### src/rtl/shared_adder_arb.sv
// Round-robin arbiter sharing one N-bit adder between two requesters; 1-cycle latency, result held while res_ready=0.
// Define SHARED_ADDER_OVF_CNT_EN to add the saturating carry-out counter (ovf_count).
module shared_adder_arb #(
   parameter int N = 4
) (
   input  logic         clk,
   input  logic         rst_n,
   input  logic         req0_valid,
   output logic         req0_ready,
   input  logic [N-1:0] req0_a,
   input  logic [N-1:0] req0_b,
   input  logic         req1_valid,
   output logic         req1_ready,
   input  logic [N-1:0] req1_a,
   input  logic [N-1:0] req1_b,
   output logic         res_valid,
   input  logic         res_ready,
   output logic [N:0]   res_sum,
   output logic         res_id,
   output logic         busy
`ifdef SHARED_ADDER_OVF_CNT_EN
   ,
   output logic [7:0]   ovf_count
`endif
);

   typedef enum logic {IDLE = 1'b0, HOLD = 1'b1} state_t;

   state_t       state_q;
   logic         last_grant_q;
   logic [N:0]   res_sum_q;
   logic         res_id_q;

   logic         accept_win;
   logic         win0;
   logic         win1;
   logic         xfer;
   logic         sel;
   logic [N-1:0] op_a;
   logic [N-1:0] op_b;
   logic [N:0]   res_sum_d;

   // Readies are forced low in reset so no requester sees a phantom handshake.
   assign accept_win = rst_n && ((state_q == IDLE) || res_ready);
   assign win0       = req0_valid && (!req1_valid || last_grant_q);
   assign win1       = req1_valid && (!req0_valid || !last_grant_q);
   assign req0_ready = accept_win && win0;
   assign req1_ready = accept_win && win1;
   assign xfer       = req0_ready || req1_ready;
   assign sel        = req1_ready;

   assign op_a       = sel ? req1_a : req0_a;
   assign op_b       = sel ? req1_b : req0_b;
   assign res_sum_d  = {1'b0, op_a} + {1'b0, op_b};

   always_ff @(posedge clk) begin
      if (!rst_n) begin
         state_q      <= IDLE;
         last_grant_q <= 1'b1;
         res_sum_q    <= '0;
         res_id_q     <= 1'b0;
      end else begin
         case (state_q)
            IDLE: begin
               if (xfer) begin
                  state_q      <= HOLD;
                  res_sum_q    <= res_sum_d;
                  res_id_q     <= sel;
                  last_grant_q <= sel;
               end
            end
            HOLD: begin
               if (xfer) begin
                  res_sum_q    <= res_sum_d;
                  res_id_q     <= sel;
                  last_grant_q <= sel;
               end else if (res_ready) begin
                  state_q <= IDLE;
               end
            end
            default: state_q <= IDLE;
         endcase
      end
   end

   assign res_valid = (state_q == HOLD);
   assign busy      = (state_q == HOLD);
   assign res_sum   = res_sum_q;
   assign res_id    = res_id_q;

`ifdef SHARED_ADDER_OVF_CNT_EN
   logic [7:0] ovf_count_q;

   always_ff @(posedge clk) begin
      if (!rst_n) begin
         ovf_count_q <= 8'd0;
      end else if (xfer && res_sum_d[N] && (ovf_count_q != 8'hFF)) begin
         ovf_count_q <= ovf_count_q + 8'd1;
      end
   end

   assign ovf_count = ovf_count_q;
`endif

endmodule

### config.mk
export PLATFORM = sky130hd
export DESIGN_NAME = shared_adder_arb
export DESIGN_NICKNAME = d
export VERILOG_FILES = /design/src/rtl/shared_adder_arb.sv
export SDC_FILE = /design/constraint.sdc
export NUM_CORES = 1
export LEC_CHECK = 0
export ABC_AREA = 1
export CAP_MARGIN = 20
export CORE_UTILIZATION = 38
export DETAILED_ROUTE_END_ITERATION = 16
export PLACE_DENSITY = 0.87
export SLEW_MARGIN = 10
export SYNTH_ARGS = -nofsm -noshare
export SYNTH_HDL_FRONTEND = slang
export SYNTH_SLANG_ARGS = --single-unit
### constraint.sdc
create_clock -name clk -period 2 [get_ports clk]
set_input_delay 0.3 -clock clk [delete_from_list [all_inputs] [get_ports clk]]
set_output_delay 0.3 -clock clk [all_outputs]
set_load 0.01 [all_outputs]
Word-level counts from Yosys, hierarchy flattened
Cells that the tools add are included.
{"block": "op_classes", "multipliers": 0, "magnitude_cmp": 0, "muxes": 8, "div": 0, "shifts": 0, "addsub": 1, "n_reduce_logical": 12, "eq_ne": 0, "bitwise_logic": 1}
{"operator": "$mux W4", "count": 2}
{"operator": "$add A4 B4 Y5", "count": 1}
{"operator": "$logic_and A1 B1 Y1", "count": 5}
{"operator": "$mux W5", "count": 1}
{"operator": "$logic_or A1 B1 Y1", "count": 4}
{"operator": "$mux W1", "count": 4}
{"operator": "$logic_not A1 Y1", "count": 3}
{"operator": "$pmux W1 S2", "count": 1}
{"operator": "$not A1 Y1", "count": 1}
{"block": "totals", "out_inout_bits": 10, "input_bits": 21, "latchBits": 0, "ram_bits": 0, "romBits": 0, "elab_cells": 26, "regBits": 8, "mem_count": 0}

Logic depth before layout (Yosys ltp)
{"block": "depth", "word_depth": 7, "ltp_mapped": 13}

Least setup slack after synthesis
Ideal clock, no wire load.
{"block": "synth_timing", "kind": "flip-flop to flip-flop", "from": "register state_q (netlist: busy)", "to": "register res_sum_q[4] (netlist: res_sum[4])", "n_path_buf": 0, "setup_ns": 0.064, "period_less_slack_ns": 1.915, "setup_slack_ns": 0.085, "t_required_ns": 1.936, "stages_incl_launch_ff": 12, "arrival_time_ns": 1.851, "cell_sequence": "dfxtp_1 > nand2_4 > nand2_2 > nor2_4 > nand2_1 > nand2_1 > ha_1 > inv_1 > fa_1 > o31ai_1 > nor2_1 > nor2_1"}
{"block": "synth_between", "elab_chain_len": 7, "elab_cells_between_ends": 10, "cone_classes": "add/sub (1); mux (3); bitwise (1); reduce/logical (5)"}
{"element": "from (decl)", "line": "29", "text": "state_t state_q;"}
{"element": "from (signal assigned)", "line": "58", "text": "state_q <= IDLE;"}
{"element": "from (signal assigned)", "line": "66", "text": "state_q <= HOLD;"}
{"element": "from (signal assigned)", "line": "78", "text": "state_q <= IDLE;"}
{"element": "$not A1 Y1 (*)"}
{"element": "$logic_or A1 B1 Y1 (*)", "line": "44", "text": "assign accept_win = rst_n && ((state_q == IDLE) || res_ready);"}
{"element": "$logic_and A1 B1 Y1 (*)", "line": "44"}
{"element": "$logic_and A1 B1 Y1 (*)", "line": "48", "text": "assign req1_ready = accept_win && win1;"}
{"element": "via req1_ready", "line": "13", "text": "output logic req1_ready,"}
{"element": "$mux W4 (on tied branches)", "line": "52, 53"}
{"element": "$add A4 B4 Y5", "line": "54", "text": "assign res_sum_d = {1'b0, op_a} + {1'b0, op_b};"}
{"element": "$mux W5", "line": "65, 73"}
{"element": "to (signal assigned)", "line": "67", "text": "res_sum_q <= res_sum_d;"}
{"element": "to (signal assigned)", "line": "74", "text": "res_sum_q <= res_sum_d;"}
{"element": "to (decl)", "line": "31", "text": "logic [N:0] res_sum_q;"}
The timed path passes the listed nets; every way through them passes the cells marked *. The select of a mux whose other input is x is not followed.
A chain may end at the register's enable or synchronous reset.

Worst setup path in the final report
{"block": "layout_timing", "from": "register state_q (netlist: busy)", "to": "register res_sum_q[3] (netlist: res_sum[3])"}
{"block": "layout_between", "elab_chain_len": 7, "elab_cells_between_ends": 10, "cone_classes": "add/sub (1); mux (3); bitwise (1); reduce/logical (5)"}
{"element": "$not A1 Y1 (*)"}
{"element": "$logic_or A1 B1 Y1 (*)", "line": "44"}
{"element": "$logic_and A1 B1 Y1 (*)", "line": "44"}
{"element": "$logic_and A1 B1 Y1", "line": "48"}
{"element": "$mux W4 (on tied branches)", "line": "52, 53"}
{"element": "$add A4 B4 Y5", "line": "54"}
{"element": "$mux W5", "line": "65, 73"}
Every way passes the cells marked *; elsewhere a longest branch is shown, timed or not. The select of a mux whose other input is x is not followed.

==> impl_metrics.toml <==
[synthesis]
synthesis.area_um2 = 664
yosysWarnings = 0
netlist.area_leader.share = 0.241
synth.yosys.seq_area_share = 0.241
ys_types = 23
synth_area_leaders = "dfxtp_1 (24%), nand2_1 (19%), ha_1 (7.5%), inv_1 (6.2%), nor2_1 (6.2%)"
syn_nets = 123
ys_seq_elements = 8
syn_inst = 97
synth_top_cell_by_area = "dfxtp_1"
avgSynthCellArea_um2 = 6.85

[setup_path]
arrival_ps = 2020
path_class = "flop to flop"
timing.rr.start = "busy"
r2r_slack_ps = 130
cp_max_fo = 4
start_kind = "flop"
critPathRequiredTime_ps = 2160
worstRegToRegCells = 12
critPathCaptureType = "flop"
crit_start = "busy"
r2r-end = "res_sum[3]"

[run]
drv_cap = 0

[power]
power.leakage_nw = 0.603
power_density_nw_per_um2 = 510
peakVddDrop_uv = 355

[timing]
hold_slack_ps = 383
hold_viol_final = 0
grt_setup_unrepaired = "false"
tns_ps = 0
slew_violations = 0
maxSlewHeadroom = 0.818
fin_skew_ps = 3.19
period_needed_ps = 1870
setup_violations = 0
tightest_slew_ps = 273
finalCritPeriodShare = 0.933
fmax_ghz = 0.536

[run_status]
violations = "design-rule violations"
status = "finished, violations left"

[min_path]
min_path_cells = 4
hold_start = "res_ready"
holdPathEnd = "busy"
hold_class = "input port to flop"

[clock_network]
cts.sinks = 8
clk_pin_slew_ps = 60
root_buffer = "clkbuf_4"
cts_max_level = 1
cts_hold_buf = 0
cts_tree = "done"
cts-buffers-inserted = 3
clk_latency_ps = 260
clock_path_buffers = 2

[die]
io_pins = 31
fp.dieW_um = 43.8
core_um2 = 1580
num_rows = 14
dieArea_um2 = 1920
die_h_um = 43.8
initial_core_util = 0.421

[finish]
fin_cells = 161
layout_commonest_cell = "nand2_1"
nets = 173
final_cell_mix = "nand2_1 (29), clkdlybuf4s50_1 (24), buf_4 (16)"
design_area_um2 = 1200
syn2layout_area_growth_pct = 80.0
num_antenna_cells = 0
drive_above_1_share = 0.310

[global_routing]
grt_first_pass_wirelength_mm = 3.50
track_usage = 0.253
grt_max_degree = 9
grt_pass1_vias = 819
gr-total-overflow = 0
grt_antenna_before_repair = 0

[drt]
dr.pass1.iters = 10
drcViolationCount = 3
wl_mm = 2.38
drt-vias-per-instance = 5.37
vias = 865
ant_nets = 0
detail_route.iter0.violations = 30
post_drt_wl_per_cell_um = 14.8

[placement]
portBuffers = 30
hpwlAfterDp_mm = 1.67
dpl_cell_area_um2 = 1070
dp.cells = 154
place_congestion = 0.784
## final cells by class
cell class / instances / area [um^2]
fillers: 100 / 380
flip-flops and latches: 8 / 161
clock buffers: 3 / 22.5
repair buffers: 48 / 455
well taps: 16 / 20.0
multi-input cells: 75 / 495
inverters: 11 / 41.3
## worst max path at each step
stage          cells after the start  slack, ps         end
6_report                          12        130  res_sum[3]
5_1_grt                           11         30  res_sum[1]
4_1_cts                           14        -40  res_sum[3]
3_5_place_dp                       8       -410  res_sum[4]
3_3_place_gp                      11       -300  res_sum[4]
2_1_floorplan                     11         80  res_sum[4]
## report_power, final
group	internal, W	leakage, nW	total (W)	switching, W
sequential	0.000176	0.0665	0.000186	0.00000951
combinational	0.000158	0.523	0.000295	0.000138
clock	0.0000690	0.0138	0.000128	0.0000592
total	0.000403	0.603	0.000610	0.000207
## critical path, cell delays in order, from the launching register on
cell and delay [ps]:
dfxtp_2 350, nand2_4 100, nand2_4 70, nor2_4 160
buf_6 130, nand2_1 60, nand2_2 80, ha_4 200
or2_2 290, nand3_2 80, nand2_1 60, nor2_2 140
nor2_2 50
## cells in the mapped netlist
master    instances
nand2_1          33
inv_1            11
nor2_1           11
dfxtp_1           8
nand3b_1          5
a21oi_1           4
ha_1              4
o21ai_0           3
buf_6             2
nand2_2           2
nor2_4            2
a21boi_0          1
a21oi_2           1
buf_4             1
fa_1              1
nand2_4           1
nand3_1           1
nand4_4           1
nor2_2            1
o211ai_1          1
o31ai_1           1
or2_2             1
xnor2_1           1
## metrics by stage
stage | setup WS (ps) | utilization | power [W]
floorplan | 84.9 | - | 0.000319
global placement | -305 | 0.680 | 0.000436
detailed placement | -411 | 0.680 | 0.000447
CTS | -44.3 | 0.706 | 0.000581
global route | 30.9 | 0.759 | 0.000656
finish | 134 | 0.759 | 0.000610
## routing by layer
| metal | GRT usage | vias to the layer above | wire length [um] |
|---|---|---|---|
| li1 | - | 403 | - |
| met1 | 0.283 | 404 | 853 |
| met2 | 0.463 | 42 | 1250 |
| met3 | 0.0667 | 16 | 162 |
| met4 | 0.0750 | 0 | 109 |
| met5 | 0 | - | 0 |
## flip-flops by register name, indices dropped and copies added (netlist names)
register / count
res_sum: 5
busy: 1
last_grant_q: 1
res_id: 1
## cells by family (layout without fill, tap and decap cells)
family | count (synthesis) | after routing | synth area share
simple gates | 58 | 58 | 0.433
buf+inv | 14 | 62 | 0.107
compound gates | 11 | 11 | 0.0998
flops | 8 | 8 | 0.241
fa+ha+maj | 5 | 5 | 0.105
xor+xnor | 1 | 1 | 0.0132
## repair_timing
action                     4_1_cts  5_1_grt
setup buffers                    2        2
setup endpoints to repair        6        4
pin swaps                        2       10
resized for setup                7       18
hold endpoints to repair         0        0
Power figures use the tool's default switching activity.
